$ cat config.mk
export PLATFORM = sky130hd
export DESIGN_NAME = hs_bus_amba_axis_reg_slice_flat
export DESIGN_NICKNAME = d
export VERILOG_FILES = /design/src/rtl/hs_bus_amba_axis_if.sv /design/src/rtl/hs_bus_amba_axis_reg_slice.sv /design/src/flat_wrapper.sv
export SDC_FILE = /design/constraint.sdc
export NUM_CORES = 1
export LEC_CHECK = 0
export CAP_MARGIN = 20
export CELL_PAD_IN_SITES_DETAIL_PLACEMENT = 2
export CELL_PAD_IN_SITES_GLOBAL_PLACEMENT = 2
export CORE_ASPECT_RATIO = 0.5
export CORE_MARGIN = 8
export CORE_UTILIZATION = 26
export CTS_BUF_LIST = sky130_fd_sc_hd__clkbuf_4
export CTS_CLUSTER_DIAMETER = 60
export CTS_CLUSTER_SIZE = 30
export DETAILED_ROUTE_END_ITERATION = 10
export GPL_TIMING_DRIVEN = 1
export PLACE_DENSITY_LB_ADDON = 0.05
export SLEW_MARGIN = 10
export SYNTH_ARGS = -nofsm -noshare
export SYNTH_HDL_FRONTEND = slang
export SYNTH_SLANG_ARGS = --single-unit
$ cat constraint.sdc
create_clock -name clk -period 1.9 [get_ports clk]
set_clock_uncertainty 0.15 [all_clocks]
set_input_delay 0.19 -clock clk [delete_from_list [all_inputs] [get_ports clk]]
set_output_delay 0.19 -clock clk [all_outputs]
set_load 0.02 [all_outputs]
$ cat src/rtl/hs_bus_amba_axis_if.sv
// AXI-Stream bundle: handshake, full payload and twakeup, with master/slave views.
interface hs_bus_amba_axis_if #(
  parameter int TDATA_WIDTH = 8,
  parameter int TID_WIDTH   = 1,
  parameter int TDEST_WIDTH = 1,
  parameter int TUSER_WIDTH = 1,
  parameter int TSTRB_WIDTH = TDATA_WIDTH / 8,
  parameter int TKEEP_WIDTH = TDATA_WIDTH / 8
);
  logic                   tvalid;
  logic                   tready;
  logic [TDATA_WIDTH-1:0] tdata;
  logic [TSTRB_WIDTH-1:0] tstrb;
  logic [TKEEP_WIDTH-1:0] tkeep;
  logic                   tlast;
  logic [TID_WIDTH-1:0]   tid;
  logic [TDEST_WIDTH-1:0] tdest;
  logic [TUSER_WIDTH-1:0] tuser;
  logic                   twakeup;

  modport master (
    output tvalid, tdata, tstrb, tkeep, tlast, tid, tdest, tuser, twakeup,
    input  tready
  );

  modport slave (
    input  tvalid, tdata, tstrb, tkeep, tlast, tid, tdest, tuser, twakeup,
    output tready
  );
endinterface

$ cat src/rtl/hs_bus_amba_axis_reg_slice.sv
// AXI-Stream register slice: two-entry skid buffer with every output from a flop,
// plus occupancy and completed-packet status.
//
// state    | meaning
// ST_EMPTY | no stored beat
// ST_ONE   | OUT holds a beat
// ST_FULL  | OUT and SKD both hold a beat
module hs_bus_amba_axis_reg_slice #(
  parameter int TDATA_WIDTH   = 8,
  parameter int TID_WIDTH     = 1,
  parameter int TDEST_WIDTH   = 1,
  parameter int TUSER_WIDTH   = 1,
  parameter int TSTRB_WIDTH   = TDATA_WIDTH / 8,
  parameter int TKEEP_WIDTH   = TDATA_WIDTH / 8,
  parameter int PKT_CNT_WIDTH = 16
) (
  input  logic                     clk,
  input  logic                     rst,
  hs_bus_amba_axis_if.slave        s_axis_if,
  hs_bus_amba_axis_if.master       m_axis_if,
  output logic [1:0]               occupancy,
  output logic [PKT_CNT_WIDTH-1:0] pkt_cnt
);
  localparam int BEAT_W   = TDATA_WIDTH + TSTRB_WIDTH + TKEEP_WIDTH + 1
                            + TID_WIDTH + TDEST_WIDTH + TUSER_WIDTH;
  localparam int LAST_POS = TID_WIDTH + TDEST_WIDTH + TUSER_WIDTH;

  typedef enum logic [1:0] {
    ST_EMPTY = 2'd0,
    ST_ONE   = 2'd1,
    ST_FULL  = 2'd2
  } state_t;

  state_t                   r_state;
  state_t                   w_next_state;
  logic [BEAT_W-1:0]        r_out;
  logic [BEAT_W-1:0]        r_skd;
  logic [BEAT_W-1:0]        w_s_beat;
  logic                     r_m_tvalid;
  logic                     r_s_tready;
  logic                     r_m_twakeup;
  logic [PKT_CNT_WIDTH-1:0] r_pkt_cnt;
  logic                     w_s_hs;
  logic                     w_m_hs;
  logic                     w_load_out_in;
  logic                     w_load_out_skd;
  logic                     w_load_skd;

  assign w_s_beat = {s_axis_if.tdata, s_axis_if.tstrb, s_axis_if.tkeep, s_axis_if.tlast,
                     s_axis_if.tid, s_axis_if.tdest, s_axis_if.tuser};

  assign w_s_hs = s_axis_if.tvalid & r_s_tready;
  assign w_m_hs = r_m_tvalid & m_axis_if.tready;

  always_ff @(posedge clk) begin
    if (rst) begin
      r_state <= ST_EMPTY;
    end else begin
      r_state <= w_next_state;
    end
  end

  always_comb begin
    w_next_state   = r_state;
    w_load_out_in  = 1'b0;
    w_load_out_skd = 1'b0;
    w_load_skd     = 1'b0;
    case (r_state)
      ST_EMPTY: begin
        if (w_s_hs) begin
          w_load_out_in = 1'b1;
          w_next_state  = ST_ONE;
        end
      end
      ST_ONE: begin
        if (w_s_hs && w_m_hs) begin
          w_load_out_in = 1'b1;
        end else if (w_s_hs) begin
          w_load_skd   = 1'b1;
          w_next_state = ST_FULL;
        end else if (w_m_hs) begin
          w_next_state = ST_EMPTY;
        end
      end
      ST_FULL: begin
        // tready is low here, so only the downstream side can move
        if (w_m_hs) begin
          w_load_out_skd = 1'b1;
          w_next_state   = ST_ONE;
        end
      end
      default: begin
        w_next_state = ST_EMPTY;
      end
    endcase
  end

  always_ff @(posedge clk) begin
    if (rst) begin
      r_out       <= '0;
      r_skd       <= '0;
      r_m_tvalid  <= 1'b0;
      r_s_tready  <= 1'b0;
      r_m_twakeup <= 1'b0;
      r_pkt_cnt   <= '0;
    end else begin
      r_m_tvalid  <= (w_next_state != ST_EMPTY);
      r_s_tready  <= (w_next_state != ST_FULL);
      r_m_twakeup <= s_axis_if.twakeup | s_axis_if.tvalid | (r_state != ST_EMPTY);
      if (w_load_out_in) begin
        r_out <= w_s_beat;
      end else if (w_load_out_skd) begin
        r_out <= r_skd;
      end
      if (w_load_skd) begin
        r_skd <= w_s_beat;
      end
      if (w_m_hs && r_out[LAST_POS]) begin
        r_pkt_cnt <= r_pkt_cnt + PKT_CNT_WIDTH'(1);
      end
    end
  end

  assign s_axis_if.tready  = r_s_tready;
  assign m_axis_if.tvalid  = r_m_tvalid;
  assign m_axis_if.twakeup = r_m_twakeup;
  assign {m_axis_if.tdata, m_axis_if.tstrb, m_axis_if.tkeep, m_axis_if.tlast,
          m_axis_if.tid, m_axis_if.tdest, m_axis_if.tuser} = r_out;

  assign occupancy = r_state;
  assign pkt_cnt   = r_pkt_cnt;
endmodule

$ cat src/flat_wrapper.sv
// flat-port wrapper written by rule: the top's interface ports become plain ports
module hs_bus_amba_axis_reg_slice_flat 
#(
  parameter int TDATA_WIDTH   = 8,
  parameter int TID_WIDTH     = 1,
  parameter int TDEST_WIDTH   = 1,
  parameter int TUSER_WIDTH   = 1,
  parameter int TSTRB_WIDTH   = TDATA_WIDTH / 8,
  parameter int TKEEP_WIDTH   = TDATA_WIDTH / 8,
  parameter int PKT_CNT_WIDTH = 16
)
  (clk, rst, occupancy, pkt_cnt, s_axis_if_tvalid, s_axis_if_tdata, s_axis_if_tstrb, s_axis_if_tkeep, s_axis_if_tlast, s_axis_if_tid, s_axis_if_tdest, s_axis_if_tuser, s_axis_if_twakeup, s_axis_if_tready, m_axis_if_tvalid, m_axis_if_tdata, m_axis_if_tstrb, m_axis_if_tkeep, m_axis_if_tlast, m_axis_if_tid, m_axis_if_tdest, m_axis_if_tuser, m_axis_if_twakeup, m_axis_if_tready);
  hs_bus_amba_axis_if #(.TDATA_WIDTH(TDATA_WIDTH), .TID_WIDTH(TID_WIDTH), .TDEST_WIDTH(TDEST_WIDTH), .TUSER_WIDTH(TUSER_WIDTH), .TSTRB_WIDTH(TSTRB_WIDTH), .TKEEP_WIDTH(TKEEP_WIDTH)) s_axis_if_i ();
  hs_bus_amba_axis_if #(.TDATA_WIDTH(TDATA_WIDTH), .TID_WIDTH(TID_WIDTH), .TDEST_WIDTH(TDEST_WIDTH), .TUSER_WIDTH(TUSER_WIDTH), .TSTRB_WIDTH(TSTRB_WIDTH), .TKEEP_WIDTH(TKEEP_WIDTH)) m_axis_if_i ();
  input  logic clk;
  input  logic rst;
  output logic [1:0] occupancy;
  output logic [PKT_CNT_WIDTH-1:0] pkt_cnt;
  input wire logic [$bits(s_axis_if_i.tvalid)-1:0] s_axis_if_tvalid;
  input wire logic [$bits(s_axis_if_i.tdata)-1:0] s_axis_if_tdata;
  input wire logic [$bits(s_axis_if_i.tstrb)-1:0] s_axis_if_tstrb;
  input wire logic [$bits(s_axis_if_i.tkeep)-1:0] s_axis_if_tkeep;
  input wire logic [$bits(s_axis_if_i.tlast)-1:0] s_axis_if_tlast;
  input wire logic [$bits(s_axis_if_i.tid)-1:0] s_axis_if_tid;
  input wire logic [$bits(s_axis_if_i.tdest)-1:0] s_axis_if_tdest;
  input wire logic [$bits(s_axis_if_i.tuser)-1:0] s_axis_if_tuser;
  input wire logic [$bits(s_axis_if_i.twakeup)-1:0] s_axis_if_twakeup;
  output wire logic [$bits(s_axis_if_i.tready)-1:0] s_axis_if_tready;
  output wire logic [$bits(m_axis_if_i.tvalid)-1:0] m_axis_if_tvalid;
  output wire logic [$bits(m_axis_if_i.tdata)-1:0] m_axis_if_tdata;
  output wire logic [$bits(m_axis_if_i.tstrb)-1:0] m_axis_if_tstrb;
  output wire logic [$bits(m_axis_if_i.tkeep)-1:0] m_axis_if_tkeep;
  output wire logic [$bits(m_axis_if_i.tlast)-1:0] m_axis_if_tlast;
  output wire logic [$bits(m_axis_if_i.tid)-1:0] m_axis_if_tid;
  output wire logic [$bits(m_axis_if_i.tdest)-1:0] m_axis_if_tdest;
  output wire logic [$bits(m_axis_if_i.tuser)-1:0] m_axis_if_tuser;
  output wire logic [$bits(m_axis_if_i.twakeup)-1:0] m_axis_if_twakeup;
  input wire logic [$bits(m_axis_if_i.tready)-1:0] m_axis_if_tready;
  assign s_axis_if_i.tvalid = s_axis_if_tvalid;
  assign s_axis_if_i.tdata = s_axis_if_tdata;
  assign s_axis_if_i.tstrb = s_axis_if_tstrb;
  assign s_axis_if_i.tkeep = s_axis_if_tkeep;
  assign s_axis_if_i.tlast = s_axis_if_tlast;
  assign s_axis_if_i.tid = s_axis_if_tid;
  assign s_axis_if_i.tdest = s_axis_if_tdest;
  assign s_axis_if_i.tuser = s_axis_if_tuser;
  assign s_axis_if_i.twakeup = s_axis_if_twakeup;
  assign s_axis_if_tready = s_axis_if_i.tready;
  assign m_axis_if_tvalid = m_axis_if_i.tvalid;
  assign m_axis_if_tdata = m_axis_if_i.tdata;
  assign m_axis_if_tstrb = m_axis_if_i.tstrb;
  assign m_axis_if_tkeep = m_axis_if_i.tkeep;
  assign m_axis_if_tlast = m_axis_if_i.tlast;
  assign m_axis_if_tid = m_axis_if_i.tid;
  assign m_axis_if_tdest = m_axis_if_i.tdest;
  assign m_axis_if_tuser = m_axis_if_i.tuser;
  assign m_axis_if_twakeup = m_axis_if_i.twakeup;
  assign m_axis_if_i.tready = m_axis_if_tready;
  hs_bus_amba_axis_reg_slice #(.TDATA_WIDTH(TDATA_WIDTH), .TID_WIDTH(TID_WIDTH), .TDEST_WIDTH(TDEST_WIDTH), .TUSER_WIDTH(TUSER_WIDTH), .TSTRB_WIDTH(TSTRB_WIDTH), .TKEEP_WIDTH(TKEEP_WIDTH), .PKT_CNT_WIDTH(PKT_CNT_WIDTH)) u_core (.clk(clk), .rst(rst), .s_axis_if(s_axis_if_i), .m_axis_if(m_axis_if_i), .occupancy(occupancy), .pkt_cnt(pkt_cnt));
endmodule
# Word-level counts from Yosys, hierarchy flattened
# Cells that the tools add are included.
totals:
  reg_bits: 49
  input_bits: 19
  out_inout_bits: 35
  word_cells: 36
op_classes:
  add_sub_neg: 1
  n_eq_ne: 3
  mux: 15
  bitwise: 4
  reduce_logical: 6
op_table:
  columns: ["operator", "n"]
  rows:
  - ["14-bit 2-to-1 mux", 2]
  - ["16-bit by 1-bit adder with 16-bit output, second input constant", 1]
  - ["2-bit 2-to-1 mux", 5]
  - ["1-bit 2-to-1 mux", 6]
  - ["2-bit one-hot mux with 3 select lines", 1]
  - ["2-bit nonzero test", 3]
  - ["1-bit bitwise AND", 2]
  - ["2-bit by 1-bit equality test with 1-bit output, second input constant", 1]
  - ["2-bit equality test, second input constant", 1]
  - ["1-bit logical AND", 2]
  - ["2-bit zero test", 1]
  - ["2-bit inequality test, second input constant", 1]
  - ["1-bit OR", 2]
  - ["1-bit one-hot mux with 2 select lines", 1]

# Depth between registers and ports, before layout
# Gate-level depths: netlist (run 1).
logic_depth:
  depth_word: 6
  mapped_depth: 7
  mapped_depth_nobuf: 5

# Worst setup path before layout (run 1)
# OpenSTA, ideal clock, no wires.
synth_timing:
  path_kind: "register to register"
  start: "register u_core.r_m_tvalid, in the netlist u_core.m_axis_if.tvalid"
  end: "register u_core.r_pkt_cnt[13], in the netlist u_core.pkt_cnt[13]"
  arrival_ns: 1.755
  required_ns: 1.680
  slack_ns: -0.076
  path_stages_with_launch: 6
  period_less_slack_ns: 1.976
  path_cell_list: "dfxtp_1 buf_4 nand4_4 or4_4 or3_1 a21oi_1"
synth_between:
  elab_chain_len: 2
synth_rtl:
  columns: ["item", "line", "text"]
  rows:
  - ["start: declaration", "hs_bus_amba_axis_reg_slice.sv:39", "logic r_m_tvalid;"]
  - ["start signal: assignment", "hs_bus_amba_axis_reg_slice.sv:107", "r_m_tvalid <= (w_next_state != ST_EMPTY);"]
  - ["1-bit bitwise AND", "hs_bus_amba_axis_reg_slice.sv:53", "assign w_m_hs = r_m_tvalid & m_axis_if.tready;"]
  - ["1-bit logical AND", "hs_bus_amba_axis_reg_slice.sv:118", "if (w_m_hs && r_out[LAST_POS]) begin"]
  - ["end signal: assignment", "hs_bus_amba_axis_reg_slice.sv:119", "r_pkt_cnt <= r_pkt_cnt + PKT_CNT_WIDTH'(1);"]
  - ["end: declaration", "hs_bus_amba_axis_reg_slice.sv:42", "logic [PKT_CNT_WIDTH-1:0] r_pkt_cnt;"]
# No other way between the ends.
# A chain may end at the register's enable or synchronous reset.

# Final worst setup path (run 1)
layout_timing:
  start: "register u_core.r_pkt_cnt[9], in the netlist u_core.pkt_cnt[9]"
  end: "output pkt_cnt[9]"
layout_lines:
  columns: ["item", "line", "text"]
  rows:
  - ["end: declaration", "flat_wrapper.sv:18", "output logic [PKT_CNT_WIDTH-1:0] pkt_cnt;"]
# No word-level cell between the ends.

==> results.md, run 1 <==
- The path category of the worst min-delay check is primary input to flop.
- The number of antenna diodes in the final layout is 0.
- For this run, the number of Yosys warnings is 0.
- The share of synthesized area in the top cell type comes to 0.491.
- The vertical die dimension is 78.0 µm.
- The horizontal die dimension is 140 µm.
- In the final design database the tool counted 323 nets.
- The register bit total from synthesis is 49.
- No sink is reached through more buffers than the 2 on the longest clock path.
- The clock tree from TritonCTS is done.
- The number of maximum-capacitance violations is 0.
- Among all stages on the critical path, the largest delay is contributed by clkdlybuf4s50_1.
- Including well taps, the total number of placed cells is 392.
- After clock tree synthesis, the clock-pin slew on the worst setup and hold paths is 0.14 ns.
- The kind of start point of the critical path is a flop.
- In the post-synthesis netlist, the biggest area contributors are dfxtp_1, nand2_1, a21oi_1, a22oi_1, xnor2_1.
- Compared with the post-synthesis result, the final layout area differs by 44.2%.
- The share of synthesized area occupied by flip-flops and latches is 0.491.
- For this design the ratio of total power to cell area is 680 nW/µm².
- After synthesis, the share of flip-flops with an asynchronous set or reset is 0.
- The cell area after synthesis is 2000 µm².
- The largest fanout on the critical path is 4.
- For this run, the detailed router's first-pass iteration total came to 4.
- The insertion delay of the later-clocked pin in the worst-skew pair is 0.37 ns.
- Setup total negative slack on the finished layout was measured at 0 ns.
- The combined global-route utilization of all metal layers is 0.118.
- The overflow left after global routing is 0.
- The number of failing setup endpoints in the final timing report is 0.
- The combinational fraction of design power is 0.129.
- The switching share of power is 0.250.
- The largest stage delay on the critical path is 0.61 ns.
- The hold-fix buffer count after cts is 0.
- The top cell type by total area after synthesis is dfxtp_1.
- The routed layout has 1919 vias.
- The number of buffers inserted by post-CTS setup repair is 0.
- Setup repair after global routing left no endpoint under its margin.
- The analysis attributes to net switching a power of 0.489 mW.
- In the synthesized netlist the dominant register cell turns out to be dfxtp_1.
- The via count of the first global-routing pass is 2152.
- The number of remaining DRC errors is 0.
- The maximum vdd drop is 0.000249 V.
- The floorplan step defined a core boundary enclosing 7380 µm².
- The share of total power in sequential cells is 0.550.
- The routed design has 6200 µm of wire.
- Walking the worst path, the cells encountered are buf_4 -> clkdlybuf4s50_1.
- Port buffering added 53 buffers.
- The global placement routability congestion is 0.716.
- The count of cells in the finished layout, fillers not included, comes to 400.
- The number of design-rule violations left by the first detailed-router iteration is 50.
- The number of clock buffers inserted by TritonCTS is 5.
- The final antenna-violating net count is 0.
- The cell leakage power is 1.05 nW.
- Sorting the synthesized cells by how often they occur yields nand2_1, dfxtp_1, a21oi_1, nor2_1, a22oi_1.
- For the worst setup path, the data required time is 1.56 ns.
- The fraction of final layout cells sized beyond drive strength 1 is 0.161.
- The tree built by TritonCTS fans out to 49 sinks.
- The fill cell total of the finished layout is 830.
- The kind of cell with the highest combined delay along the critical path is buffers and inverters.
- The tightest slew margin relative to the limit is 0.789.
- The vias per cell is 4.80.
- Internal power comes to 1.47 mW.
- In this run the core area contains 22 standard-cell rows.
- Pin placement for this block handled 54 I/O pins.
- Entering global routing, the biggest net connects 50 pins.
- The relative contribution of the clock network to total power is 0.320.
- The final cycle utilization of the critical path is 0.957.
- At the pin with the least slew margin, the transition time is 0.314 ns.
- In this run, synthesis inferred 0 flip-flops with an integrated enable.
- Together, buffers and inverters on the worst path number 2.
- The HPWL after detailed placement is 4580 µm.
- The first global-routing pass estimated 10600 µm of wire.
- The number of nets produced by synthesis is 254.
- In this run the clock root is driven by a clkbuf_4.
- The dominant cell by count in the synthesized netlist is nand2_1.
- The post-synthesis cell count is 234.
- The register cell area after layout is 996 µm².
- Averaged over all synthesized cells, the footprint is 8.53 µm².
- The worst path in the final design needs a cycle of 1.82 ns, including I/O delays and setup.
- The post-cts gate resize count is 5.
- The worst setup path is of the flop to output port kind.
- After detailed routing, the average wire length per cell comes to 15.5 µm.
- The max-slew violation count is 0.
- The overall die area is 10900 µm².
- For this configuration, the core starts out at a cell density of 0.271.
- The netlist uses 35 different library cells.
- The multi-input combinational cells in the finished layout cover a total of 938 µm².
- The number of hold violations in the final report is 0.
- The critical path arrival is 1.48 ns.
- The kind of end point of the critical path is an output port.
- The flow ran to the end, and the final reports show no timing, DRC or antenna violations.
- The total number of H-tree levels is 2.
- The maximum clock rate is 0.550 GHz.
- The number of antenna violations at the first check in global routing is 0.
[metrics by stage]
step	utilization	hold slack [ns]	instance area [µm²]	total power [mW]	setup WS (ns)
floorplan	-	0.160	2000	1.22	0.00205
global placement	0.378	0.294	2790	1.36	-0.197
detailed placement	0.378	0.303	2790	1.36	-0.224
CTS	0.388	0.0797	2860	2.00	0.0146
global route	0.390	0.0669	2880	2.07	0.000320
finish	0.390	0.0894	2880	1.96	0.0821
[layer usage]
metal | track usage | wire length, µm | up-vias
li1 | - | - | 944
met2 | 0.198 | 2880 | 33
met3 | 0.0495 | 405 | 5
met5 | 0 | 0 | -
met1 | 0.140 | 2870 | 937
met4 | 0.0258 | 40 | 0
[path summary, 6_finish.rpt]
check	start	to	slack, ns	cells past startpoint
max	u_core.pkt_cnt[9]	pkt_cnt[9]	0.08	2
min	rst	u_core.r_skd[9]	0.09	3
max reg2reg	u_core.pkt_cnt[5]	u_core.pkt_cnt[13]	0.12	4
min reg2reg	u_core.r_out[7]	u_core.r_out[7]	0.32	2
[registers in the layout, indices dropped and copies added (netlist names)]
name	cells
u_core.r_skd	14
u_core.m_axis_if.tvalid	1
u_core.s_axis_if.tready	1
u_core.m_axis_if.twakeup	1
u_core.pkt_cnt	16
u_core.r_out	14
u_core.occupancy	2
[placed cells by master, fill, tap and decap left out, types with 5 or more instances in the layout]
master	synthesis	final
xnor2_1	7	7
a22oi_1	14	14
dfxtp_1	49	39
clkbuf_4	0	6
a21oi_1	37	37
nor2_1	16	16
dlygate4sd2_1	0	5
clkdlybuf4s50_1	0	45
dfxtp_2	0	9
buf_4	1	20
nand2_1	50	50
[cells by family (layout without fill, tap and decap cells)]
group,after synthesis,in the layout,synth area share
simple gates,96,96,0.234
compound gates,59,59,0.172
flops,49,49,0.491
buf+inv,17,87,0.0414
xor+xnor,10,10,0.0439
mux,2,2,0.0107
fa+ha+maj,1,1,0.00626
[worst reg2reg max path, cell delays in order, from the launching register on]
cell	delay (ns)
dfxtp_2	0.40
nand4_2	0.12
or4_4	0.54
or3_1	0.36
a21oi_1	0.15
[power by group through the flow]
stage	combinational, mW	clock [mW]	sequential (mW)
global route	0.277	0.714	1.08
detailed placement	0.261	0	1.10
floorplan	0.0898	0	1.13
CTS	0.259	0.663	1.08
global placement	0.257	0	1.10
finish	0.253	0.628	1.08
[layout make-up]
class                      count  share of cell area
sequential                    49               0.346
inverter                       3             0.00391
timing repair buffer          76               0.255
multi-input combinational    168               0.326
tap                           96              0.0417
clock buffer                   6              0.0156
clock inverter                 2              0.0117
No activity file was read; power rests on OpenSTA's default activity.
==> run 2: changes to the inputs <==
--- a/config.mk
+++ b/config.mk
@@ -17,6 +17,7 @@
 export DETAILED_ROUTE_END_ITERATION = 10
 export GPL_TIMING_DRIVEN = 1
 export PLACE_DENSITY_LB_ADDON = 0.05
+export SETUP_SLACK_MARGIN = 0.4
 export SLEW_MARGIN = 10
 export SYNTH_ARGS = -nofsm -noshare
 export SYNTH_HDL_FRONTEND = slang
==> results.md, run 2 (synthesis gave the netlist of run 1 again) <==
- The fill cell total of the finished layout is 796.
- The path category of the worst min-delay check is primary input to flop.
- The critical path goes through nand4_4 -> or4_4 -> or3_4 -> a21oi_2.
- After detailed routing, the number of remaining DRC violations is 0.
- The kind of end point of the critical path is a flop.
- The critical path is of the flop to flop type.
- The core region is 7380 µm².
- The maximum clock rate is 0.581 GHz.
- The number of nets at the end of the flow is 332.
- The repair_antennas step left the layout with diodes totalling 0.
- In this run the critical register-to-register path is launched from u_core.pkt_cnt[6].
- The detail route stage leaves a number of antenna-violating nets equal to 0.
- Compared with the post-synthesis result, the final layout area differs by 60.0%.
- The instance count after placement with tap cells included is 381.
- The analysis attributes to cell leakage a power of 1.25 nW.
- The critical path starts at u_core.pkt_cnt[6].
- The global placement routability congestion is 0.695.
- In the final routed layout, each cell accounts on average for 16.9 µm.
- The register with the most flip-flops in the layout has 16 of them.
- The number of standard-cell rows in the floorplan is 22.
- The die covers 10900 µm².
- Dividing total power by cell area gives a power density of 586 nW/µm².
- The hold path startpoint is rst.
- In the layout the commonest cells are nand2_1, dfxtp_1, a21oi_1.
- The pre-antenna-repair detailed-routing pass consisted of 4 iterations.
- The vertical die dimension is 78.0 µm.
- The maximum vdd drop is 0.000219 V.
- The combined global-route utilization of all metal layers is 0.122.
- For the worst-skew pair, the clock arrives at the later sink with an insertion delay of 0.38 ns.
- The share of total power in sequential cells is 0.570.
- STA puts the critical path data required time at 2.07 ns.
- The maximum number of pins on one net before global-route repair is 23.
- The overflow left after global routing is 0.
- The half-perimeter wire length after detailed placement is 4520 µm.
- The number of sinks on the clock net is 49.
- The tool flagged a number of max-cap violations equal to 0.
- Port buffering added 53 buffers.
- The vias per cell is 4.79.
- Setup repair after global routing could not meet its margin everywhere.
- Counting along the longest clock path gives a buffer depth of 2.
- The hold-fix buffer count after cts is 0.
- For this configuration, the core starts out at a cell density of 0.271.
- The H-tree was split into 2 levels.
- The master of the slowest instance on the critical path is or4_4.
- The critical path arrival is 1.89 ns.
- The overall power after layout is 1.87 mW.
- Of the total power, the clock network draws 0.280.
- The horizontal die dimension is 140 µm.
- The worst setup path is launched from a flop.
- The number of antenna violations at the first check in global routing is 0.
- The cell chosen for the clock root is clkbuf_4.
- The first global-routing pass estimated 10700 µm of wire.
- The net switching power is 0.540 mW.
- The flow ran to the end, and the final reports show no timing, DRC or antenna violations.
- The setup TNS is 0 ns.
- The largest fanout on the critical path is 5.
- The clock period minus worst slack is 1.72 ns.
- The number of failing setup endpoints in the final timing report is 0.
- TritonCTS created 5 clock buffers.
- The fraction of final layout cells sized beyond drive strength 1 is 0.361.
- Wires add up to 6920 µm.
- At the pin with the least slew margin, the transition time is 0.456 ns.
- The switching share of power is 0.288.
- Leaving out filler cells and counting taps, the final layout contains 409.
- The clock tree from TritonCTS is done.
- After clock tree synthesis, the clock-pin slew on the worst setup and hold paths is 0.15 ns.
- The internal power component is 1.33 mW.
- The combinational fraction of design power is 0.150.
- The largest stage delay on the critical path is 0.55 ns.
- Summing all placed instances gives a cell area of 2770 µm².
- The number of top-level design ports is 54.
- The max-slew violation count is 0.
- The tightest slew margin relative to the limit is 0.696.
- The via count of the first global-routing pass is 2056.
- The library cell used most frequently in the layout, excluding fill and tap cells, is nand2_1.
- The detailed router placed 1958 vias in this run.
- The number of hold violations in the final report is 0.
- The final cycle utilization of the critical path is 0.905.
- The post-route standard cell area excluding fillers is 3200 µm².
- In this run, the number of DRC markers left after iteration 0 of detailed routing was 67.
run 2: cell count changes in the layout (fill, tap and decap cells not counted), moves of 8 or more:
| cell | change |
|---|---|
| a21oi_2 | +9 |
| dfxtp_4 | +13 |
| clkdlybuf4s50_1 | -28 |
| a21oi_1 | -10 |
| buf_6 | +8 |
| nand2_4 | +8 |
| clkdlybuf4s15_1 | +9 |
| nand2_1 | -10 |
run 2: worst max-delay path, delay by kind of cell, from the launching register on:
kind	cells	cell delay, ns
AO/OA/AOI/OAI	1	0.12
flip-flops	1	0.40
AND/OR/NAND/NOR	3	1.00
run 2: metrics by stage:
stage          utilization  setup slack (ns)  hold WS (ns)
6_report             0.433             0.180        0.0770
5_1_grt              0.433             0.124        0.0670
4_1_cts              0.386             0.145        0.0495
3_5_place_dp         0.375            -0.133         0.305
3_3_place_gp         0.375           -0.0781         0.292
2_1_floorplan            -             0.206         0.160
run 2: power groups by stage:
stage / sequential (mW) / clock [mW] / combinational (mW)
4_1_cts: 1.08 / 0.564 / 0.242
5_1_grt: 1.07 / 0.609 / 0.304
6_report: 1.07 / 0.525 / 0.280
2_1_floorplan: 1.12 / 0 / 0.107
3_3_place_gp: 1.10 / 0 / 0.251
3_5_place_dp: 1.10 / 0 / 0.256
run 2: worst paths after layout:
| check | slack, ns | end | depth (start not counted) |
|---|---|---|---|
| setup / recovery | 0.18 | u_core.pkt_cnt[15] | 4 |
| hold / removal | 0.08 | u_core.pkt_cnt[11] | 2 |
| setup reg to reg | 0.18 | u_core.pkt_cnt[15] | 4 |
| hold reg to reg | 0.32 | u_core.r_out[1] | 2 |
run 2: timing repair:
action	4_1_cts	5_1_grt
resized for setup	65	76
pin swaps	3	28
setup buffers	5	14
gates cloned	0	1
setup endpoints to repair	71	59
run 2: layer usage:
metal	vias up	track usage	routed length (µm)
met2	32	0.209	3480
met3	7	0.0415	322
met5	-	0	0
li1	964	-	-
met4	0	0.0258	53
met1	955	0.147	3070
run 2: layout make-up:
type / instances / area, µm² / area share
flip-flops and latches: 49 / 1040 / 0.324
repair buffers: 85 / 795 / 0.249
inverters: 3 / 11.3 / 0.00352
clock inverters: 2 / 12.5 / 0.00392
clock buffers: 6 / 45.0 / 0.0141
well taps: 96 / 120 / 0.0376
multi-input cells: 168 / 1180 / 0.368
